### config.mk
export PLATFORM = sky130hd
export DESIGN_NAME = pipe_mem_stage
export DESIGN_NICKNAME = d
export VERILOG_FILES = /design/src/rtl/pipe_mem_stage.sv
export SDC_FILE = /design/constraint.sdc
export NUM_CORES = 1
export LEC_CHECK = 0
export CAP_MARGIN = 40
export CORE_AREA = 2 2 240 242
export CTS_BUF_LIST = sky130_fd_sc_hd__clkbuf_8
export CTS_CLUSTER_DIAMETER = 80
export DETAILED_ROUTE_END_ITERATION = 12
export DIE_AREA = 0 0 242 244
export GPL_ROUTABILITY_DRIVEN = 0
export SYNTH_ARGS = -nofsm -noshare
export SYNTH_HDL_FRONTEND = slang
export SYNTH_SLANG_ARGS = --single-unit
### constraint.sdc
create_clock -name clk -period 2.29 [get_ports clk]
set_input_delay 0.458 -clock clk [delete_from_list [all_inputs] [get_ports clk]]
set_output_delay 0.458 -clock clk [all_outputs]
set_load 0.01 [all_outputs]
### src/rtl/pipe_mem_stage.sv
// rtl/pipe_mem_stage.sv - memory stage: data-memory access FSM, load/store lanes, writeback select
//
// Purpose
//   Takes the M-side bundle from the EXE/MEM register, runs loads and stores
//   over a variable-latency req/ack data-memory port, stalls the upstream
//   pipeline while an access is outstanding, and registers the final
//   register-file / HI / LO write data into the W-side bundle.
//
// Ports
//   clk, rst                  clock, synchronous active-high reset
//   Malu                      ALU result / effective address
//   Ma, Mb                    rs value (mthi/mtlo source), rt store data
//   Mhi..Mcounter             writeback candidates
//   Mcuttersource, Msign      access size (00/11 word, 01 half, 10 byte), sign-extend
//   Mrfsource                 rf data select (1 = load data, see rf_mux)
//   Mhisource, Mlosource      HI/LO data select
//   Mrn, Mw_rf/hi/lo/dm       destination and write enables
//   dm_*                      data-memory request port (zero unless dm_req)
//   mem_stall                 hold PC/IF/ID/EX and EXE/MEM register
//   W*                        registered writeback bundle
//
// Configuration
//   PIPE_MEM_MISALIGN_EN      flag misaligned word/half accesses instead of issuing them

module pipe_mem_stage (
   input  logic        clk,
   input  logic        rst,
   input  logic [31:0] Malu,
   input  logic [31:0] Ma,
   input  logic [31:0] Mb,
   input  logic [31:0] Mhi,
   input  logic [31:0] Mlo,
   input  logic [31:0] Mmuler_hi,
   input  logic [31:0] Mmuler_lo,
   input  logic [31:0] Mq,
   input  logic [31:0] Mr,
   input  logic [31:0] Mpc4,
   input  logic [31:0] Mcp0,
   input  logic [31:0] Mcounter,
   input  logic [1:0]  Mcuttersource,
   input  logic        Msign,
   input  logic [2:0]  Mrfsource,
   input  logic [1:0]  Mhisource,
   input  logic [1:0]  Mlosource,
   input  logic [4:0]  Mrn,
   input  logic        Mw_rf,
   input  logic        Mw_hi,
   input  logic        Mw_lo,
   input  logic        Mw_dm,
   output logic        dm_req,
   output logic        dm_we,
   output logic [31:0] dm_addr,
   output logic [3:0]  dm_be,
   output logic [31:0] dm_wdata,
   input  logic [31:0] dm_rdata,
   input  logic        dm_ack,
   output logic        mem_stall,
   output logic [31:0] Wrf_data,
   output logic [31:0] Whi,
   output logic [31:0] Wlo,
   output logic [4:0]  Wrn,
   output logic        Ww_rf,
   output logic        Ww_hi,
   output logic        Ww_lo,
   output logic        Wmisalign
);

   typedef enum logic [1:0] {S_IDLE, S_REQ, S_DONE} state_t;

   state_t      state;
   logic [31:0] rdata_q;

   logic        access;
   logic        misalign;
   logic        start;
   logic [3:0]  be;
   logic [31:0] wdata;
   logic [7:0]  byte_sel;
   logic [15:0] half_sel;
   logic [31:0] load_data;
   logic [31:0] rf_mux;
   logic [31:0] hi_mux;
   logic [31:0] lo_mux;

   always_comb access = Mw_dm | ((Mrfsource == 3'd1) & Mw_rf);

`ifdef PIPE_MEM_MISALIGN_EN
   always_comb begin
      misalign = 1'b0;
      case (Mcuttersource)
         2'b01:   misalign = access & Malu[0];
         2'b10:   misalign = 1'b0;
         default: misalign = access & (Malu[1:0] != 2'b00);
      endcase
   end
`else
   always_comb misalign = 1'b0;
`endif

   // A flagged misaligned access never enters the FSM.
   always_comb start = access & ~misalign;

   // IDLE must stall in the same cycle the memory instruction arrives, so the
   // stall is decoded from the state plus the live M-side request.
   always_comb mem_stall = ~rst & (((state == S_IDLE) & start) | (state == S_REQ));

   always_comb dm_req = (state == S_REQ);

   always_comb begin
      be = 4'b1111;
      case (Mcuttersource)
         2'b01:   be = Malu[1] ? 4'b1100 : 4'b0011;
         2'b10:   be = 4'b0001 << Malu[1:0];
         default: be = 4'b1111;
      endcase
   end

   always_comb begin
      wdata = Mb;
      case (Mcuttersource)
         2'b01:   wdata = {2{Mb[15:0]}};
         2'b10:   wdata = {4{Mb[7:0]}};
         default: wdata = Mb;
      endcase
   end

   always_comb begin
      dm_we    = dm_req & Mw_dm;
      dm_addr  = dm_req ? {Malu[31:2], 2'b00} : 32'd0;
      dm_be    = dm_req ? be : 4'd0;
      dm_wdata = dm_req ? wdata : 32'd0;
   end

   // Lane extraction from the latched read word.
   always_comb begin
      byte_sel = rdata_q[7:0];
      case (Malu[1:0])
         2'd0: byte_sel = rdata_q[7:0];
         2'd1: byte_sel = rdata_q[15:8];
         2'd2: byte_sel = rdata_q[23:16];
         2'd3: byte_sel = rdata_q[31:24];
         default: byte_sel = rdata_q[7:0];
      endcase
      half_sel = Malu[1] ? rdata_q[31:16] : rdata_q[15:0];
   end

   always_comb begin
      load_data = rdata_q;
      case (Mcuttersource)
         2'b01:   load_data = {{16{Msign & half_sel[15]}}, half_sel};
         2'b10:   load_data = {{24{Msign & byte_sel[7]}}, byte_sel};
         default: load_data = rdata_q;
      endcase
   end

   always_comb begin
      rf_mux = Malu;
      case (Mrfsource)
         3'd1:    rf_mux = load_data;
         3'd2:    rf_mux = Mpc4;
         3'd3:    rf_mux = Mhi;
         3'd4:    rf_mux = Mlo;
         3'd5:    rf_mux = Mcp0;
         3'd6:    rf_mux = Mcounter;
         default: rf_mux = Malu;
      endcase
   end

   always_comb begin
      hi_mux = Ma;
      lo_mux = Ma;
      case (Mhisource)
         2'b01:   hi_mux = Mmuler_hi;
         2'b10:   hi_mux = Mr;
         2'b11:   hi_mux = Mhi;
         default: hi_mux = Ma;
      endcase
      case (Mlosource)
         2'b01:   lo_mux = Mmuler_lo;
         2'b10:   lo_mux = Mq;
         2'b11:   lo_mux = Mlo;
         default: lo_mux = Ma;
      endcase
   end

   always_ff @(posedge clk) begin
      if (rst) begin
         state     <= S_IDLE;
         rdata_q   <= 32'd0;
         Wrf_data  <= 32'd0;
         Whi       <= 32'd0;
         Wlo       <= 32'd0;
         Wrn       <= 5'd0;
         Ww_rf     <= 1'b0;
         Ww_hi     <= 1'b0;
         Ww_lo     <= 1'b0;
         Wmisalign <= 1'b0;
      end else begin
         case (state)
            S_IDLE: if (start) state <= S_REQ;
            S_REQ: begin
               if (dm_ack) begin
                  rdata_q <= dm_rdata;
                  state   <= S_DONE;
               end
            end
            S_DONE:  state <= S_IDLE;
            default: state <= S_IDLE;
         endcase

         if (mem_stall) begin
            // Bubble: kill write enables, keep data so W stays quiet.
            Ww_rf     <= 1'b0;
            Ww_hi     <= 1'b0;
            Ww_lo     <= 1'b0;
            Wmisalign <= 1'b0;
         end else begin
            Wrf_data  <= rf_mux;
            Whi       <= hi_mux;
            Wlo       <= lo_mux;
            Wrn       <= Mrn;
            Ww_rf     <= Mw_rf & ~misalign;
            Ww_hi     <= Mw_hi;
            Ww_lo     <= Mw_lo;
            Wmisalign <= misalign;
         end
      end
   end

endmodule

## Yosys cells after proc, flatten, opt, wreduce, memory -nomap -nowiden

Cells that the tools add are included.

| word-level totals | value |
|---|---|
| register bits after elaboration | 138 |
| word-level logic and storage cells | 59 |

| cells by class | value |
|---|---|
| eq/ne operators | 20 |
| shift operators | 1 |
| muxes and demuxes | 15 |
| bitwise gates (word level) | 9 |
| reduce and logical (&&, ||, !) cells | 5 |

Operators with widths:

| kind | count |
|---|---|
| $pmux W32 S3 | 2 |
| $pmux W32 S6 | 1 |
| $pmux W32 S2 | 2 |
| $mux W32 | 2 |
| $pmux W8 S4 | 1 |
| $mux W16 | 1 |
| $eq A2 B2 Y1 const B | 7 |
| $eq A2 B1 Y1 const B | 5 |
| $eq A3 B3 Y1 const B | 3 |
| $mux W4 | 2 |
| $pmux W4 S2 | 1 |
| $and A1 B1 Y1 | 6 |
| $eq A3 B2 Y1 const B | 2 |
| $logic_not A2 Y1 | 2 |
| $mux W2 | 2 |
| $pmux W2 S2 | 1 |
| $reduce_and A2 Y1 | 2 |
| $shl A1 B2 Y4 const A | 1 |
| $eq A3 B1 Y1 const B | 1 |
| $ne A2 B1 Y1 const B | 1 |
| $ne A2 B2 Y1 const B | 1 |
| $or A1 B1 Y1 | 2 |
| $reduce_or A2 Y1 | 1 |
| $not A1 Y1 | 1 |

## Depth between registers and ports, before layout

| depth | value |
|---|---|
| word-level depth | 7 |
| gate-level depth with buffers | 8 |
| depth with buffers taken out | 7 |

## Least setup slack after synthesis

No wires, ideal clock.

| timing path | value |
|---|---|
| kind | in2out |
| start point | input port Mcuttersource[0] |
| end point | output port dm_wdata[15] |
| arrival | 1783 ps |
| data required time | 1832 ps |
| setup slack | 49 ps |
| stages | 8 |
| buffers on the path | 2 |
| path through | inv_1 ha_1 buf_1 clkbuf_1 a21oi_1 o21ai_0 nand2_1 a21oi_1 |

| between the ends | value |
|---|---|
| word-level cells in the longest chain between the ends | 3 |
| elaborated cells between the ends (all ways) | 4 |
| classes of those cells | eq/ne: 2; mux: 2 |

RTL lines:

| item | RTL line | RTL |
|---|---|---|
| start: declaration | 40 | `input logic [1:0] Mcuttersource,` |
| $eq A2 B2 Y1 or $eq A2 B1 Y1 (tied branches) | 120 | `case (Mcuttersource)` |
| $pmux W32 S2 * | 120 |  |
| $mux W32 * | 131 | `dm_wdata = dm_req ? wdata : 32'd0;` |
| end: declaration | 54 | `output logic [31:0] dm_wdata,` |

Mark *: on every way between the ends. The rest lies on a longest branch, timed or not.

## Final worst setup path

| timing path | value |
|---|---|
| start point | input port Mb[4] |
| end point | output port dm_wdata[28] |

| between the ends | value |
|---|---|
| word-level cells in the longest chain between the ends | 2 |

RTL lines:

| item | RTL line | RTL |
|---|---|---|
| start: declaration | 30 | `input logic [31:0] Mb,` |
| $pmux W32 S2 | 120 |  |
| $mux W32 | 131 |  |

Every way passes these cells.

==> results.yml <==
timing:
  setup_ws_ns: 0.0386
  setup_viol: 0
  clock-skew-final_ns: 0.0135
  period_needed_ns: 2.25
  fin_hold_ws_ns: 0.399
  worstMarginPinSlew_ns: 0.794
  fmax_mhz: 444
  maxSlewHeadroom_pct: 47.1
  setup_tns_ns: 0
  fin_crit_sh_pct: 98.3
  hold_viol_final: 0
  slew_violations: 0
critical_path:
  arrival_ns: 1.79
  cp-end-kind: "output pin"
  criticalPathCategory: "input port to output pin"
  required_ns: 1.83
  start_kind: "input port"
  regToRegSetupSlack_ns: 0.45
  crit_fanout: 4
detailed_routing:
  drt-initial-drc-count: 951
  ant_nets: 0
  drc: 0
  via_per_inst: 4.66
  wirelength_mm: 60.1
  wl_per_cell_um: 23.2
  dr.pass1.iters: 5
  vias: 12100
floorplanning:
  initial_utilization_pct: 16.5
  io_pins: 614
  fp-row-count: 87
  core_area_um2: 56200
  die_area_um2: 59000
  die_h_um: 244
  chipWidth_um: 242
finish:
  stdcell_count: 2596
  fin_nets: 2265
  syn2layout_area_growth_pct: 89.7
  final_layout_size_suffix_gt1_share_pct: 18.1
synth:
  synth_commonest_cells: "nand2_1 (248), a21oi_1 (160), dfxtp_1 (138)"
  ys_seq_area_share_pct: 29.7
  synthTopCellsByArea: "dfxtp_1 (30%), mux4_2 (16%), nand2_1 (10%), a21oi_1 (8.6%), nor2_1 (3.4%)"
  async_reset_ff_share_pct: 0
  yosys_warnings: 0
  synth-main-ff-cell: "dfxtp_1"
  synth_area_um2: 9290
  yosysUniqueCellTypes: 55
  syn_area_per_cell_um2: 7.99
  synth_seq_cells: 138
  yosysMostFrequentCell: "nand2_1"
  synth_top_area_share_pct: 29.7
  syn_inst: 1163
  synth-edff-count: 0
  synth.largest_area_cell: "dfxtp_1"
pwr:
  power.density_nw_per_um2: 468
  leakage_nw: 6.61
  peakVddDrop_mv: 0.427
  power.total_mw: 8.24
placement:
  pre_cts_ws_ns: -0.809
  dp.cells: 2551
  dp_hpwl_mm: 49.5
  port_buffers: 610
min_path:
  min_path_type: "input port to register"
clocking:
  cts.clk_slew.worst_paths_ns: 0.09
  clk_latency_ns: 0.55
  clock-sinks: 138
  cts_root_buf: "clkbuf_8"
  tritoncts: "done"
  cts_buffers: 17
  postCtsHoldBufs: 0
  htree_levels: 4
  ctsLongestPathBuffers: 2
global_route:
  grt_pass1_vias: 12200
  antenna_found_initial: 7
  grt_use_total_pct: 19.8
  grt_pass1_wl_mm: 84.8
  grt-ovfl-total: 0
  grt_max_degree: 66
flow_run:
  cap_violations: 0
outcome:
  status: "finished clean"
[per-layer routing]
layer,vias to the layer above,share of wire [%],GRT usage (%)
met4,8,3.3,7.99
li1,5516,-,-
met1,5794,40,23.6
met5,-,0.095,0
met3,99,8.6,5.36
met2,668,48,33.6
[layout make-up]
class	count	area (um^2)
diodes	3	7.51
clock buffers	20	275
clock inverters	11	144
fillers	5925	38600
inverters	15	61.3
multi-input cells	898	6090
flip-flops and latches	138	2770
well taps	756	946
repair buffers	755	7320
[timing repair]
action,4_1_cts,5_1_grt
pin swaps,4,1
gates resized for setup,220,23
endpoints found under the setup margin,69,28
endpoints found under the hold margin,0,0
setup buffers,8,0
cloned,3,0
[worst max-delay path, stage by stage]
cell and delay, ns:
clkdlybuf4s50_1 0.52, a221o_1 0.39, o21ai_0 0.08, nor2_1 0.06
dlygate4sd2_1 0.28
[final timing paths]
check / from / to / cells after the start
worst max-delay path: Mb[4] / dm_wdata[28] / 5
worst min register to register: Wrf_data[23]$_SDFFE_PP0N_ / Wrf_data[23]$_SDFFE_PP0N_ / 2
worst min-delay path: rst / Wrf_data[2]$_SDFFE_PP0N_ / 5
worst max register to register: state[1]$_SDFFE_PP0P_ / Wrf_data[11]$_SDFFE_PP0N_ / 8
[through the flow]
step | area [um^2] | util, %
floorplan | 9300 | -
global placement | 17100 | 30.4
detailed placement | 17100 | 30.4
CTS | 17600 | 31.3
global route | 17600 | 31.4
finish | 17600 | 31.4
[logic make-up after synthesis]
family	count (synthesis)	share of synthesized area, %
buf+inv	129	6.09
flops	138	29.7
fa+ha+maj	2	0.269
simple gates	422	19.6
compound gates	379	25.5
other cells	1	0.0404
mux	92	18.7
[placed cells by master, fill, tap and decap left out, types with 36 or more instances in the layout]
master,count
mux4_2,65
o21ai_0,58
and2_1,45
buf_4,121
buf_2,36
clkdlybuf4s50_1,528
nand2_1,247
nor2_1,79
a21oi_1,156
dfxtp_1,136
[sequential cells by signal, indices dropped and copies added (netlist names)]
register	count
state	2
Wrn	5
Ww_rf	1
Wrf_data	32
Wlo	32
Ww_hi	1
rdata_q	32
Whi	32
Ww_lo	1
[where the power goes]
group	total, mW	internal (mW)	switching (mW)
combinational	3.31	1.81	1.50
clock	2.23	1.15	1.07
sequential	2.70	2.58	0.117
Power figures use the tool's default switching activity.
